## config.mk

```make
export PLATFORM = sky130hd
export DESIGN_NAME = sprite_reg_commit_queue
export DESIGN_NICKNAME = d
export VERILOG_FILES = /design/src/rtl/sprq_pkg.sv /design/src/rtl/sprq_fifo.sv /design/src/rtl/sprite_reg_commit_queue.sv
export SDC_FILE = /design/constraint.sdc
export NUM_CORES = 1
export LEC_CHECK = 0
export BUFFER_PORTS_ARGS = -buffer_cell sky130_fd_sc_hd__clkbuf_2
export CAP_MARGIN = 10
export CORE_UTILIZATION = 30
export CTS_CLUSTER_DIAMETER = 60
export CTS_CLUSTER_SIZE = 30
export DETAILED_ROUTE_END_ITERATION = 10
export GPL_TIMING_DRIVEN = 0
export PLACE_DENSITY = 0.44
export SYNTH_ARGS = -nofsm -noshare
export SYNTH_HDL_FRONTEND = slang
export SYNTH_SLANG_ARGS = --single-unit
```

## constraint.sdc

```tcl
create_clock -name clk -period 3.65 [get_ports clk]
set_input_delay 0.365 -clock clk [delete_from_list [all_inputs] [get_ports clk]]
set_output_delay 0.365 -clock clk [all_outputs]
set_load 0.01 [all_outputs]
```

## src/rtl/sprq_pkg.sv

```systemverilog
// Shared types and default sizing for the sprite register commit queue.
package sprq_pkg;
  localparam int SPRQ_DEPTH  = 8;
  localparam int SPRQ_ADDR_W = 6;
  localparam int SPRQ_DATA_W = 16;

  typedef enum logic [1:0] {
    ST_IDLE  = 2'd0,
    ST_DRAIN = 2'd1,
    ST_DONE  = 2'd2
  } state_t;

  typedef struct packed {
    logic [SPRQ_ADDR_W-1:0] addr;
    logic [SPRQ_DATA_W-1:0] data;
  } entry_t;
endpackage

```

## src/rtl/sprq_fifo.sv

```systemverilog
// Synchronous FIFO with head/tail visibility and an in-place tail overwrite port.
// The caller never pushes when full; pointers wrap naturally since DEPTH is a power of 2.
module sprq_fifo
  import sprq_pkg::*;
#(
  parameter int WIDTH = SPRQ_ADDR_W + SPRQ_DATA_W,
  parameter int DEPTH = SPRQ_DEPTH
) (
  input  logic                     clk,
  input  logic                     rst_n,
  input  logic                     push,
  input  logic [WIDTH-1:0]         push_data,
  input  logic                     pop,
  input  logic                     ovw,
  input  logic [WIDTH-1:0]         ovw_data,
  output logic [WIDTH-1:0]         head_data,
  output logic [WIDTH-1:0]         tail_data,
  output logic [$clog2(DEPTH):0]   count,
  output logic                     full,
  output logic                     empty
);
  localparam int AW = $clog2(DEPTH);
  localparam int CW = AW + 1;

  logic [WIDTH-1:0] mem [DEPTH];
  logic [AW-1:0]    wr_ptr;
  logic [AW-1:0]    rd_ptr;
  logic [AW-1:0]    tail_ptr;

  assign tail_ptr  = wr_ptr - AW'(1);
  assign head_data = mem[rd_ptr];
  assign tail_data = mem[tail_ptr];
  assign full      = (count == CW'(DEPTH));
  assign empty     = (count == '0);

  always_ff @(posedge clk) begin
    if (!rst_n) begin
      wr_ptr <= '0;
      rd_ptr <= '0;
      count  <= '0;
    end else begin
      if (push) wr_ptr <= wr_ptr + AW'(1);
      if (pop)  rd_ptr <= rd_ptr + AW'(1);
      count <= count + CW'(push) - CW'(pop);
    end
  end

  always_ff @(posedge clk) begin
    if (push) mem[wr_ptr] <= push_data;
    if (ovw)  mem[tail_ptr] <= ovw_data;
  end
endmodule

```

## src/rtl/sprite_reg_commit_queue.sv

```systemverilog
// Holds CPU sprite register writes and replays them in order only while draining is allowed (vblank or flush).
// Define SPRQ_COALESCE_EN to merge a write into the tail entry when it targets the same address.
module sprite_reg_commit_queue
  import sprq_pkg::*;
#(
  parameter int DEPTH  = SPRQ_DEPTH,
  parameter int ADDR_W = SPRQ_ADDR_W,
  parameter int DATA_W = SPRQ_DATA_W
) (
  input  logic                   clk,
  input  logic                   rst_n,
  input  logic                   wr_valid,
  output logic                   wr_ready,
  input  logic [ADDR_W-1:0]      wr_addr,
  input  logic [DATA_W-1:0]      wr_data,
  input  logic                   vblank_i,
  input  logic                   flush_req,
  input  logic                   ovf_clr,
  output logic                   reg_we,
  output logic [ADDR_W-1:0]      reg_addr,
  output logic [DATA_W-1:0]      reg_data,
  output logic [$clog2(DEPTH):0] level,
  output logic                   busy,
  output logic                   overflow,
  output logic                   commit_done
);
  localparam int CW = $clog2(DEPTH) + 1;
  localparam int EW = ADDR_W + DATA_W;

  state_t          state;
  logic            flush_pending;
  logic            drain_ok;
  logic            pop;
  logic            push;
  logic            ovw;
  logic            full;
  logic            empty;
  logic            last;
  logic            unused_tail;
  logic [EW-1:0]   head_data;
  logic [EW-1:0]   tail_data;

  assign drain_ok    = vblank_i || flush_pending;
  assign pop         = (state == ST_DRAIN) && drain_ok && !empty;
  assign unused_tail = ^tail_data;

`ifdef SPRQ_COALESCE_EN
  logic tail_hit;
  // A tail that is leaving this cycle cannot absorb the write.
  assign tail_hit = !empty && (tail_data[EW-1:DATA_W] == wr_addr) && !(pop && level == CW'(1));
  assign wr_ready = !full || tail_hit;
  assign ovw      = wr_valid && tail_hit;
  assign push     = wr_valid && wr_ready && !tail_hit;
`else
  assign wr_ready = !full;
  assign ovw      = 1'b0;
  assign push     = wr_valid && wr_ready;
`endif

  assign last = (level == CW'(1)) && !push;

  sprq_fifo #(
    .WIDTH (EW),
    .DEPTH (DEPTH)
  ) u_fifo (
    .clk       (clk),
    .rst_n     (rst_n),
    .push      (push),
    .push_data ({wr_addr, wr_data}),
    .pop       (pop),
    .ovw       (ovw),
    .ovw_data  ({wr_addr, wr_data}),
    .head_data (head_data),
    .tail_data (tail_data),
    .count     (level),
    .full      (full),
    .empty     (empty)
  );

  always_ff @(posedge clk) begin
    if (!rst_n) begin
      state         <= ST_IDLE;
      flush_pending <= 1'b0;
      busy          <= 1'b0;
      commit_done   <= 1'b0;
      overflow      <= 1'b0;
      reg_we        <= 1'b0;
      reg_addr      <= '0;
      reg_data      <= '0;
    end else begin
      commit_done <= 1'b0;
      reg_we      <= pop;
      if (pop) begin
        reg_addr <= head_data[EW-1:DATA_W];
        reg_data <= head_data[DATA_W-1:0];
      end

      if (wr_valid && !wr_ready) overflow <= 1'b1;
      else if (ovf_clr)          overflow <= 1'b0;

      case (state)
        ST_IDLE: begin
          if (!empty && drain_ok) begin
            state <= ST_DRAIN;
            busy  <= 1'b1;
          end else if (empty && flush_pending) begin
            flush_pending <= 1'b0;
          end
        end
        ST_DRAIN: begin
          if (!drain_ok) begin
            state <= ST_IDLE;
            busy  <= 1'b0;
          end else if (empty || last) begin
            state         <= ST_DONE;
            busy          <= 1'b0;
            commit_done   <= 1'b1;
            flush_pending <= 1'b0;
          end
        end
        ST_DONE: state <= ST_IDLE;
        default: begin
          state <= ST_IDLE;
          busy  <= 1'b0;
        end
      endcase

      // A fresh flush request outranks any clear in the same cycle.
      if (flush_req) flush_pending <= 1'b1;
    end
  end
endmodule

```

## Yosys cells after proc, flatten, opt, wreduce, memory -nomap -nowiden

Memories as Yosys holds them, arrays and structs flattened. A register that Yosys moved wholly into a read port is not among the register bits.
Cells that the tools add are included.

| storage, ports and cells | value |
|---|---|
| register bits after elaboration | 17 |
| memory bits (writable) | 176 |
| input bits | 28 |
| output and inout bits | 31 |
| logic and storage cells | 64 |
| memories | 1 |

Memory list:

| memory | depth | bits a word | rd ports | clocked after memory_dff | write ports | RTL line | RTL |
|---|---|---|---|---|---|---|---|
| u_fifo.mem | 8 | 22 | 1 | 1 | 1 | sprq_fifo.sv:25 | `logic [WIDTH-1:0] mem [DEPTH];` |

| operators by class | value |
|---|---|
| add/subtract/negate cells | 4 |
| equal/unequal tests | 10 |
| multiplexer cells | 18 |
| bitwise operators | 1 |
| reduce and logical (&&, ||, !) cells | 21 |

Operators by type and width:

| operator | number |
|---|---|
| 1-bit 2-to-1 mux | 12 |
| 3-bit inequality test (second input constant) | 3 |
| 1-bit logical AND | 7 |
| 3-bit by 1-bit adder with 3-bit output (second input constant) | 2 |
| 2-bit 2-to-1 mux | 3 |
| 3-bit by 2-bit inequality test with 1-bit output (second input constant) | 2 |
| 3-bit AND reduction | 2 |
| 5-bit AND reduction | 1 |
| 4-bit by 1-bit adder with 4-bit output | 1 |
| 4-bit by 1-bit equality test with 1-bit output (second input constant) | 1 |
| 4-bit equality test (second input constant) | 1 |
| 1-bit zero test | 4 |
| 4-bit zero test | 1 |
| 2-bit case mux with 2 select lines | 1 |
| 4-bit by 1-bit subtractor with 4-bit output | 1 |
| 1-bit case mux with 3 select lines | 1 |
| 3-bit nonzero test | 1 |
| 2-bit by 1-bit equality test with 1-bit output (second input constant) | 1 |
| 2-bit equality test (second input constant) | 1 |
| 2-bit zero test | 1 |
| 1-bit logical OR | 2 |
| 2-bit inequality test (second input constant) | 1 |
| 1-bit case mux with 2 select lines | 1 |
| 2-bit AND reduction | 1 |
| other kinds (2) | 2 |

## Longest topological paths before layout

Gate-level depths: netlist of run 1.

| logic depth | value |
|---|---|
| word-level depth | 10 |
| gate-level depth with buffers | 13 |
| mapped depth without buffers | 12 |

## Cells and area by module

From an unflattened synthesis of run 1, not the netlist that was laid out.

| second synthesis, totals | value |
|---|---|
| cells, all modules | 787 |
| area, all modules | 11966.5 um^2 |

By module, submodules not included:

| module | instances | cells each | area an instance (um^2) | seq. area each (um^2) |
|---|---|---|---|---|
| sprq_fifo | 1 | 659 | 10729.0 | 5545.3 |
| sprite_reg_commit_queue | 1 | 128 | 1237.4 | 580.6 |

## Least setup slack after synthesis of run 1

OpenSTA, ideal clock, no wires.

| path | value |
|---|---|
| path type | register to register |
| start point | register u_fifo.count[2] |
| end point | memory u_fifo.mem[0][0] in the netlist's numbering, enable pin |
| library setup time | 0.429 ns |
| data arrival time | 3.031 ns |
| required time | 3.221 ns |
| setup slack | 0.190 ns |
| cell stages (with the launch flop) | 8 |
| path buffers | 1 |
| clock period less this slack | 3.460 ns |
| path through | dfxtp_1 > inv_1 > ha_1 > or3b_2 > clkbuf_1 > nand2_1 > or2_2 > nor3_1 |

| on the way | value |
|---|---|
| cells in the longest elaborated chain, start to end | 5 |

RTL lines:

| what | RTL line | RTL |
|---|---|---|
| start, declared | sprq_fifo.sv:18 | `output logic [$clog2(DEPTH):0] count,` |
| start signal, assigned | sprq_fifo.sv:44 | `count <= count + CW'(push) - CW'(pop);` |
| 4-bit equality test | sprq_fifo.sv:33 | `assign full = (count == CW'(DEPTH));` |
| 1-bit zero test | sprite_reg_commit_queue.sv:55 | `assign wr_ready = !full;` |
| net wr_ready | sprite_reg_commit_queue.sv:13 | `output logic wr_ready,` |
| 1-bit logical AND | sprite_reg_commit_queue.sv:57 | `assign push = wr_valid && wr_ready;` |
| 1-bit 2-to-1 mux | sprq_fifo.sv:49 | `if (push) mem[wr_ptr] <= push_data;` |
| 1-bit 2-to-1 mux (not written as such) | sprq_fifo.sv:49 |  |
| end, declared | sprq_fifo.sv:25 |  |

The timed path passes the listed nets, and every way through them passes these cells.

## Worst setup path in the final report of run 1

| path | value |
|---|---|
| start point | register u_fifo.count[2] |
| end point | memory u_fifo.mem[0][8] in the netlist's numbering, enable pin |

| on the way | value |
|---|---|
| cells in the longest elaborated chain, start to end | 5 |

RTL lines:

| what | RTL line |
|---|---|
| 4-bit equality test | sprq_fifo.sv:33 |
| 1-bit zero test | sprite_reg_commit_queue.sv:55 |
| 1-bit logical AND | sprite_reg_commit_queue.sv:57 |
| 1-bit 2-to-1 mux | sprq_fifo.sv:49 |
| 1-bit 2-to-1 mux (not written as such) | sprq_fifo.sv:49 |

No other way between the ends.

==> impl_results.md, run 1 <==
- Crit-path leading delay family: simple AND/OR/NAND/NOR gates
- Number of global-route vias before repair: 4125
- Most used routing layer in global routing: met2
- Mean Syn Cell Area: roughly 21 µm²
- HP Start: flush_req
- Placement row count: 60
- Period utilization: 75.1%
- Final number of max-transition violations: 0
- Max Fclk: 0.365 GHz
- Resize count post-CTS: 0
- Vias per std cell: between 4 and 5
- Hold Crit Class: primary input to flop
- Tightest Pin Transition: 0.897 ns
- Nets: roughly 530
- Worst r2r src: u_fifo.count[2]
- Post-synthesis cell count: 404
- Flop-to-flop setup slack: 0.91 ns
- #FFs+latches synth: about 220
- Core ar.: 0.0270 mm²
- # DRC: 0
- Worst endpoint required time: ~3.8 ns
- GRT overflow: 0
- Area Growth Syn to Fin: 18.9%
- Footprint of the multi-input gates: between 0.002 and 0.0025 mm²
- Run status: finished, final reports clean
- DRT iter0 DRCs: 103
- Met1 Use GR: roughly 16%
- Syn Nets: around 440
- Chip Width: 168 µm
- Leak: 3.36 nW
- Final setup vio count: 0
- Chip height: around 170 µm
- Yosys warning total: 0
- Hold depth: 3
- Mapped cell area: slightly above 0.008 mm²
- Die Area: 0.0284 mm²
- PortBufs: 57
- CP Cell Sequence: inv_1 -> ha_1 -> or3b_2 -> clkbuf_1 -> nand2_1 -> or2_2 -> nor3_2 -> buf_6 -> buf_6
- Reg area: 0.00607 mm²
- CP Capture Type: flop
- CTS tree: built
- DR pass1 iterations: 6
- H-tree levels: 1
- Ys flop type: edfxtp_1
- Final HPWL from detailed placement: 10800 µm
- # Post-CTS Setup Buffers: 0
- Ys async rst share: 0%
- Worst slew margin: 40.1%
- Number of synthesized flops with an enable pin: between 150 and 200
- Met2 Use GR: 22.0%
- IO Count: just under 60
- Initial Util: 30.7%
- Setup ws final: 0.907 ns
- Peak VDD IR: 0.264 mV
- WS Path Type: flop to flop
- Clock buffer depth: 3
- Gpl congestion: 0.689
- Fillers: between 2000 and 2500
- Post-Route Setup TNS: 0 ns
- CTS root buffer: clkbuf_16
- Ant diodes: 0
- Worst path depth: 9
- Total GRT Usage: 12.7%
- Hold Crit Endpoint: flush_pending
- Capture point of the worst reg-to-reg path: u_fifo.mem[0][8]
- First-pass GRT wire length: 26000 µm
- # hold bufs at CTS: 0
- Crit path largest cell delay: between 0.5 and 0.6 ns
- Fin util: 36.5%
- DP Area: ~0.0092 mm²
- Post-route cell area: 0.00987 mm²
- CP bufs+invs: 4
- RSZ-0062 raised after global routing: false
- CTS buffer count: 18
- GR Layer Usage met3: 2.23%
- Unique masters post-synth: 38
- Vias: a little under 4000
- Post-Place Worst Slack: 0.828 ns
- Crit path top cell by count: buf_6
- Initial antenna violation count: 0
- Layout Skew: 0.0136 ns
- Startpoint types: flop
- R2R depth: 9
- WL final: 17500 µm
- Layout cells sized above 1: 29.4%
- Worst-path clk slew: 0.07 ns
- Clk_lat worst skew: 0.49 ns
- Routed len/inst: 20.7 µm
- Critical Path Fanout Max: 6
- Hold Vio Cnt, Final: 0
- Power Density: 607 mW/mm²
- Routed Antenna Nets: 0
- Slowest CP cell: nor3_2
- TritonCTS Sinks: 215
- Max-cap violation count: 0
- Post-synthesis sequential area ratio: around 73%
- Worst Path Arrival: 2.94 ns
- Min Tclk post-route: 2.74 ns
- Hold slack: roughly 0.11 ns
- Largest net degree at the start of global routing: 23
[cells in the mapped netlist (all sizes together), types with 2 or more instances]
| cell | instances | area [µm²] |
|---|---|---|
| dfxtp | 39 | 781 |
| edfxtp | 176 | 5290 |
| nand3 | 4 | 20.0 |
| o21ai | 2 | 10.0 |
| nor3 | 2 | 10.0 |
| xnor2 | 4 | 35.0 |
| buf | 13 | 95.1 |
| nor2 | 8 | 30.0 |
| a22o | 22 | 193 |
| ha | 8 | 100 |
| nor2b | 5 | 31.3 |
| inv | 10 | 37.5 |
| clkbuf | 8 | 32.5 |
| a211oi | 2 | 15.0 |
| nand2 | 5 | 18.8 |
| and2 | 7 | 43.8 |
| mux2 | 22 | 248 |
| mux4 | 44 | 1140 |
| nand2b | 4 | 25.0 |
| a21boi | 2 | 15.0 |
| a21oi | 5 | 25.0 |
[kinds of logic (layout without fill, tap and decap cells)]
| logic type | count (synthesis) | count (layout) | share of synthesized area, % |
|---|---|---|---|
| flip-flops | 215 | 215 | 73.0 |
| XOR/XNOR | 5 | 5 | 0.527 |
| buffers and inverters | 31 | 130 | 1.99 |
| AO/OA/AOI/OAI | 40 | 40 | 3.87 |
| adder cells (fa/ha/maj) | 9 | 9 | 1.45 |
| multiplexers | 67 | 67 | 16.8 |
| AND/OR/NAND/NOR | 37 | 37 | 2.34 |
[where the power goes]
| group | switching, W | total [W] | internal, W |
|---|---|---|---|
| Clock | 0.000904 | 0.00209 | 0.00119 |
| Sequential | 0.0000716 | 0.00290 | 0.00283 |
| Combinational | 0.000512 | 0.000998 | 0.000486 |
| Total | 0.00149 | 0.00600 | 0.00451 |
[metrics by stage]
stage          total power (W)  std cells
2_1_floorplan          0.00362        404
3_3_place_gp           0.00392        802
3_5_place_dp           0.00399        812
4_1_cts                0.00611        844
5_1_grt                0.00630        844
6_report               0.00600        844
[registers in the layout, summed over array words and instances, names as in the netlist]
| signal | cells |
|---|---|
| u_fifo.rd_ptr | 3 |
| reg_we | 1 |
| flush_pending | 1 |
| reg_addr | 6 |
| reg_data | 16 |
| u_fifo.count | 4 |
| u_fifo.wr_ptr | 3 |
| commit_done | 1 |
| u_fifo.mem | 176 |
| overflow | 1 |
| state | 2 |
| busy | 1 |
[worst min-delay path: stages]
cell,delay [ns]
clkbuf_2,0.08
a21oi_1,0.03
nor2b_1,0.09
[placed cells by master (no fill, tap or decap), drive strengths merged, types with 2 or more instances in the layout]
master,synthesis,routed
clkinvlp,0,2
a21oi,5,5
clkbuf,8,85
a211oi,2,2
nand2b,4,4
nor3,2,2
o21ai,2,2
edfxtp,176,176
nand2,5,5
nor2b,5,5
xnor2,4,4
ha,8,8
a22o,22,22
nand3,4,4
bufinv,0,3
mux2,22,22
dfxtp,39,39
clkinv,0,3
mux4,44,44
and2,7,7
a21boi,2,2
inv,10,14
buf,13,23
nor2,8,8
[worst max-delay path by stage]
| stage | from | to | slack [ns] |
|---|---|---|---|
| final | u_fifo.count[2] | u_fifo.mem[0][8] | 0.91 |
| after global routing | u_fifo.count[2] | u_fifo.mem[0][8] | 0.65 |
| after CTS | u_fifo.count[2] | u_fifo.mem[0][8] | 0.81 |
| after detailed placement | u_fifo.count[2] | u_fifo.mem[0][21] | 0.83 |
| after global placement | u_fifo.count[2] | u_fifo.mem[0][10] | -1.72 |
| after floorplan | u_fifo.count[2] | u_fifo.mem[0][0] | 0.19 |
[cell type report]
type                    count  area share (%)
plain buffers              21            1.29
clock buffers              20            4.85
clock inverters            12            1.70
inverters                  10           0.380
multi-input cells         158            21.6
flip-flops and latches    215            61.4
well taps                 341            4.32
repair buffers             67            4.46
[layer usage]
layer,vias up,wire (µm)
li1,1846,-
met1,2029,7750
met2,65,8830
met3,21,627
met4,0,293
met5,-,0
Power figures use the tool's default switching activity.
==> run 2, diff against run 1 <==
PLACE_DENSITY = 0.46   (was 0.44)
clock period = 2.29 ns   (was 3.65 ns; I/O delays follow)
==> run 2 against run 1 <==
  * The run now ends with setup timing left
  * Register-to-register slack worse by 1.0 ns
  * Combinational power up 88%
  * Sequential share of layout area down 1.2 points
  * Global-route usage down 0.21 points
  * Count of clock-buffer cells in the layout up 2
  * Hold slack worse by 0.10 ns
  * Non-clock buffer count up 6
  * Cell count up 1.2%
  * Sequential power up 60%
  * Routed wire length up 2.6%
==> impl_results.md, run 2 (synthesis gave the netlist of run 1 again) <==
- Area Growth Syn to Fin: 21.3%
- CP bufs+invs: 2 (-2)
- Max Fclk: 0.418 GHz (+15%)
- Period utilization: 104% (+29 points)
- Post-Layout Cell Count: 854 (+1.2%)
- H-tree levels: 1 (unchanged)
- Commonest non-fill, non-tap cell in the layout: edfxtp_1
- Capture point of the worst reg-to-reg path: u_fifo.mem[3][11]
- CTS buffer count: 19 (+1)
- TritonCTS Sinks: 215 (unchanged)
- PortBufs: 57 (unchanged)
- Leak: 3.41 nW (+1.4%)
- Power Density: 986 mW/mm² (+62%)
- DR pass1 iterations: 6 (unchanged)
- CP Cell Sequence: inv_4 -> ha_2 -> or3b_2 -> buf_8 -> nand3_2 -> nor2_2
- Layout Skew: 0.0117 ns (-0.00195 ns)
- Clock power share: 34.3% (-0.6 points)
- Routed len/inst: 21.0 µm (+1.4%)
- Clk_lat worst skew: 0.49 ns (about the same)
- Chip Width: 168 µm (unchanged)
- Placed insts: 804 (-0.99%)
- R2R depth: 6 (-3)
- First-pass GRT wire length: 25700 µm (-1.1%)
- Core ar.: 0.0270 mm² (unchanged)
- CP Capture Type: flop
- WL final: 18000 µm (+2.6%)
- Initial Util: 30.7% (unchanged)
- DRT iter0 DRCs: 193 (+87%)
- Hold depth: 1 (-2)
- Logic gate share of total power: 18.9% (+2.2 points)
- Vias: 4109 (+3.7%)
- Worst r2r src: u_fifo.count[2]
- Worst slew margin: 36.9% (-3.2 points)
- Max-cap violation count: 0 (unchanged)
- Largest net degree at the start of global routing: 23 (unchanged)
- M1 WL: 7750 µm (+0.12%)
- CTS tree: built
- Routed Antenna Nets: 0 (unchanged)
- Chip height: 168 µm (unchanged)
- HP Start: wr_data[5]
- Total GRT Usage: 12.4% (-0.21 points)
- GRT overflow: 0 (unchanged)
- Hold Crit Class: primary input to flop
- Die Area: 0.0284 mm² (unchanged)
- Layout cells sized above 1: 32.4% (+3.0 points)
- Worst-path clk slew: 0.08 ns (about the same)
- Run status: finished, violations left
- Slowest CP cell: nor2_2
- WS Path Type: flop to flop
- Max FFs per register: 176 (unchanged)
- Post-Place Worst Slack: -0.291 ns (-1.12 ns)
- Startpoint types: flop
- Initial antenna violation count: 2 (+2)
- Metal2 WL: 8870 µm (+0.45%)
- Switching share of total power: 25.4% (+0.62 points)
- Tightest Pin Transition: 0.946 ns (+0.0493 ns)
- IO Count: 59 (unchanged)
- DR top layer: met5
- CTS root buffer: clkbuf_16
- Clock buffer depth: 3 (unchanged)
- Hold Crit Endpoint: u_fifo.mem[1][5]
- Setup ws final: -0.103 ns (-1.01 ns)
- Reg power frac: 46.8% (-1.6 points)
- Critical Path Fanout Max: 11 (+5)
- RSZ-0062 raised after global routing: true
- Reg with most FFs: u_fifo.mem
- Crit-path leading delay family: simple AND/OR/NAND/NOR gates
- Met3 wire len: 1030 µm (+65%)
- Failing checks: setup timing
- Number of global-route vias before repair: 4189 (+1.6%)
- Final setup vio count: 99 (+99)
- Worst endpoint required time: 2.40 ns (-1.44 ns)
- DP Area: 0.00916 mm² (-0.75%)
- Most frequent cells in the layout: 176 x edfxtp_1, 60 x clkbuf_2, 39 x mux4_1, 36 x dfxtp_1
- Peak VDD IR: 0.409 mV (+55%)
- Largest registers: u_fifo.mem x176, reg_data x16, reg_addr x6
- Min Tclk post-route: 2.39 ns (-0.350 ns)
- Worst Path Arrival: 2.51 ns (-0.43 ns)
- Nets: 537 (+1.7%)
- Final HPWL from detailed placement: 10100 µm (-6.3%)
- Vias per std cell: 4.81 (+2.5%)
- Fin util: 37.3% (+0.75 points)
- Gpl congestion: 0.700 (+1.6%)
- Flop-to-flop setup slack: -0.10 ns (-1.01 ns)
- Hold Vio Cnt, Final: 0 (unchanged)
- Final number of max-transition violations: 0 (unchanged)
- Crit path largest cell delay: 0.84 ns (+0.32 ns)
- Sw power: 0.00253 W (+70%)
- Placement row count: 60 (unchanged)
- Fillers: 2494 (+0.52%)
- # DRC: 0 (unchanged)
- Cell internal pwr: 0.00741 W (+64%)
- Post-route cell area: 0.0101 mm² (+2.0%)
==> run 2: cell type report <==
| type | instances | area [µm²] | share of cell area, % |
|---|---|---|---|
| Antenna cell | 1 | 2.50 | 0.0248 |
| Buffer | 21 | 150 | 1.49 |
| Clock buffer | 22 | 487 | 4.83 |
| Clock inverter | 11 | 173 | 1.71 |
| Inverter | 10 | 40.0 | 0.397 |
| Multi-Input combinational cell | 160 | 2230 | 22.1 |
| Sequential cell | 215 | 6070 | 60.2 |
| Tap cell | 341 | 427 | 4.23 |
| Timing Repair Buffer | 73 | 500 | 4.97 |
==> run 2: power groups by stage <==
stage          Clock [W]  Combinational (W)  Sequential (W)
5_1_grt          0.00365            0.00205         0.00468
6_report         0.00341            0.00188         0.00465
3_5_place_dp           0            0.00164         0.00473
2_1_floorplan          0            0.00106         0.00474
4_1_cts          0.00352            0.00175         0.00464
3_3_place_gp           0            0.00155         0.00472
==> run 2: worst max path at each step <==
stage               startpoint                end  slack [ns]  cells after the start
2_1_floorplan  u_fifo.count[2]   u_fifo.mem[7][0]       -0.12                      6
3_3_place_gp   u_fifo.count[2]  u_fifo.mem[3][21]       -1.31                      6
3_5_place_dp   u_fifo.count[2]   u_fifo.mem[0][7]       -0.29                      8
4_1_cts        u_fifo.count[2]  u_fifo.mem[4][14]       -0.13                      7
5_1_grt        u_fifo.count[2]  u_fifo.mem[6][14]       -0.19                      7
6_report       u_fifo.count[2]  u_fifo.mem[3][11]       -0.10                      6
==> run 2: routing by layer <==
metal,global-route usage (%),up-vias
li1,-,1873
met1,15.9,2117
met2,21.3,94
met3,2.42,23
met4,4.03,2
met5,0,-
==> run 2: per-stage QoR <==
stage / power, W / setup TNS [ns] / hold slack, ns
floorplan: 0.00580 / -8.85 / 0.328
global placement: 0.00627 / -165.39 / 0.461
detailed placement: 0.00637 / -29.67 / 0.464
CTS: 0.00991 / -8.09 / 0.000467
global route: 0.0104 / -17.38 / 0.00884
finish: 0.00994 / -7.65 / 0.0114
==> run 2: what timing repair did <==
item                                    CTS  global route
hold buffers                              7             0
gates cloned                              0             2
buffers inserted                          5             2
hold endpoints to repair                 39             0
pin swaps                                 9             0
endpoints found under the setup margin  179           144
resized for setup                         4            21
==> run 3, diff against run 2 <==
PLACE_DENSITY = 0.45   (was 0.46)
SYNTH_HIERARCHICAL = 1   (was default)
==> run 3 against run 2 <==
  * Flip-flop and latch count up 3
  * Hold slack better by 0.020 ns
  * Sequential power up 10%
  * Setup slack better by 0.19 ns
  * The run now ends clean
  * Largest cell class unchanged
  * Clock skew up 0.00066 ns
  * Highest routed layer is now met4
==> impl_results.md, run 3 <==
- Run status: finished, final reports clean
- Hold Vio Cnt, Final: 0 (unchanged)
- Reg with most FFs: u_fifo/mem
- CTS root buffer: clkbuf_16
- RSZ-0062 raised after global routing: false
- Vias per std cell: 4.71 (-2.1%)
- Worst slew margin: 39.7% (+2.8 points)
- Initial antenna violation count: 1 (-1)
- R2R depth: 12 (+6)
- Placed insts: 1191 (+48%)
- Core ar.: 0.0348 mm² (+29%)
- Leak: 4.39 nW (+29%)
- Mean Syn Cell Area: 16.0 µm² (-22%)
- Most frequent cells in the layout: 176 x mux2_2, 176 x edfxtp_1, 59 x clkbuf_2, 53 x nand2_1, 44 x mux4_2
- Number of global-route vias before repair: 6289 (+50%)
- Worst Path Arrival: 2.62 ns (+0.11 ns)
- Max FFs per register: 176 (unchanged)
- Hold Crit Class: primary input to flop
- Placement row count: 68 (+13%)
- Chip height: 191 µm (+13%)
- Final HPWL from detailed placement: 17800 µm (+77%)
- DRT iter0 DRCs: 290 (+50%)
- Vias: 5900 (+44%)
- Gpl congestion: 0.766 (+9.4%)
- Yosys warning total: 6 (+6)
- Flop-to-flop setup slack: 0.09 ns (+0.19 ns)
- Clock buffer depth: 3 (unchanged)
- WL final: 27800 µm (+55%)
- Period utilization: 96.2% (-8.3 points)
- Critical path endpoint: u_fifo/count[2]
- First-pass GRT wire length: 41000 µm (+59%)
- Clk_lat worst skew: 0.53 ns (+0.04 ns)
- IO Count: 59 (unchanged)
- Max Fclk: 0.454 GHz (+8.6%)
- Worst r2r src: u_fifo/count[2]
- Post-Route Setup TNS: 0 ns (+7.65 ns)
- WS Path Type: flop to flop
- Worst endpoint required time: 2.71 ns (+0.31 ns)
- Final setup vio count: 0 (-100%)
- Crit-path leading delay family: adder cells
- Post-synthesis cell count: 667 (+65%)
- TritonCTS Sinks: 218 (+1.4%)
- Routed len/inst: 22.2 µm (+5.7%)
- # DRC: 0 (unchanged)
- Tightest Pin Transition: 0.905 ns (-0.0413 ns)
- Area Growth Syn to Fin: 21.2%
- CP Capture Type: flop
- CTS buffer count: 24 (+5)
- Critical Path Fanout Max: 3 (-8)
- Power Density: 949 mW/mm² (-3.7%)
- Min Tclk post-route: 2.20 ns (-0.190 ns)
- Worst-path clk slew: 0.07 ns (about the same)
- Crit. Startpoint: u_fifo/count[2]
- Slowest CP cell: dfxtp_4
- Nets: 816 (+52%)
- CP Cell Sequence: inv_2 -> ha_2 -> and3_4 -> nor3b_4 -> buf_6 -> ha_4 -> inv_4 -> ha_4 -> inv_2 -> fa_2 -> xnor2_1 -> and2_1
- Layout Skew: 0.0124 ns (+0.000660 ns)
- Layout cells sized above 1: 51.3% (+19 points)
- GRT overflow: 0 (unchanged)
- Startpoint types: flop
- Capture point of the worst reg-to-reg path: u_fifo/count[2]
- Fillers: 3222 (+29%)
- Final number of max-transition violations: 0 (unchanged)
- Chip Width: 191 µm (+13%)
- Die Area: 0.0364 mm² (+28%)
- Largest net degree at the start of global routing: 18 (-22%)
- Total GRT Usage: 15.6% (+3.2 points)
- Largest registers: u_fifo/mem x176, reg_data x16, reg_addr x6
- PortBufs: 58 (+1.8%)
- Post-Layout Cell Count: 1252 (+47%)
- CTS tree: built
- Peak VDD IR: 0.515 mV (+26%)
- H-tree levels: 1 (unchanged)
- Pwr Total: 0.0123 W (+24%)
- Initial Util: 30.7% (about the same)
- DR pass1 iterations: 6 (unchanged)
- Crit path largest cell delay: 0.35 ns (-0.49 ns)
- Max-cap violation count: 0 (unchanged)
- Routed Antenna Nets: 0 (unchanged)
- CP bufs+invs: 4 (+2)
- Worst path depth: 12 (+6)
- Mapped cell area: 0.0107 mm² (+29%)
[run 3: worst min path at each step]
stage | end | startpoint | slack [ns] | cells past startpoint
2_1_floorplan | u_fifo/count[3] | rst_n | 0.37 | 2
3_3_place_gp | reg_addr[5] | reg_addr[5] | 0.45 | 2
3_5_place_dp | reg_data[1] | reg_data[1] | 0.45 | 2
4_1_cts | flush_pending | flush_req | 0.01 | 3
5_1_grt | flush_pending | flush_req | 0.06 | 3
6_report | flush_pending | flush_req | 0.03 | 3
[run 3: power breakdown]
group	switching [W]	leakage, nW	internal, W
Clock	0.00178	0.415	0.00233
Sequential	0.000183	1.96	0.00495
Combinational	0.00163	2.02	0.00142
Total	0.00359	4.39	0.00870
[run 3: repair_timing]
| item | CTS | global route |
|---|---|---|
| hold buffers | 3 | 0 |
| cloned | 1 | 0 |
| endpoints found under the setup margin | 194 | 73 |
| resized for setup | 18 | 8 |
| endpoints found under the hold margin | 3 | 0 |
| pin swaps | 8 | 5 |
| setup buffers | 9 | 5 |
[run 3: through the flow]
step	setup WS, ns	area [µm²]	utilization, %	hold WS (ns)
3_3_place_gp	-1.00	11600	33.5	0.449
6_report	0.0873	12900	37.2	0.0318
4_1_cts	0.00466	12900	37.1	0.0125
5_1_grt	0.00296	12900	37.2	0.0612
3_5_place_dp	-0.575	11900	34.1	0.449
2_1_floorplan	-0.0487	10800	-	0.373
[run 3: tightest hold or removal path, stage by stage]
cell and delay (ns):
clkbuf_2 0.09, nor2_1 0.05, a31oi_1 0.15
[run 3: routing by layer]
metal	global-route usage, %	routed length [µm]	up-vias
li1	-	-	2807
met1	20.9	12400	2929
met2	26.6	13500	125
met3	2.01	1350	39
met4	4.06	550	0
met5	0	0	-
[run 3: cell type report]
cell class | instances | area (µm²) | area share [%]
Clock buffer | 26 | 639 | 4.94
Inverter | 12 | 47.5 | 0.367
Clock inverter | 18 | 220 | 1.70
Timing Repair Buffer | 83 | 643 | 4.97
Tap cell | 455 | 569 | 4.40
Sequential cell | 218 | 6140 | 47.4
Antenna cell | 1 | 2.50 | 0.0193
Buffer | 42 | 250 | 1.93
Multi-Input combinational cell | 397 | 4440 | 34.3
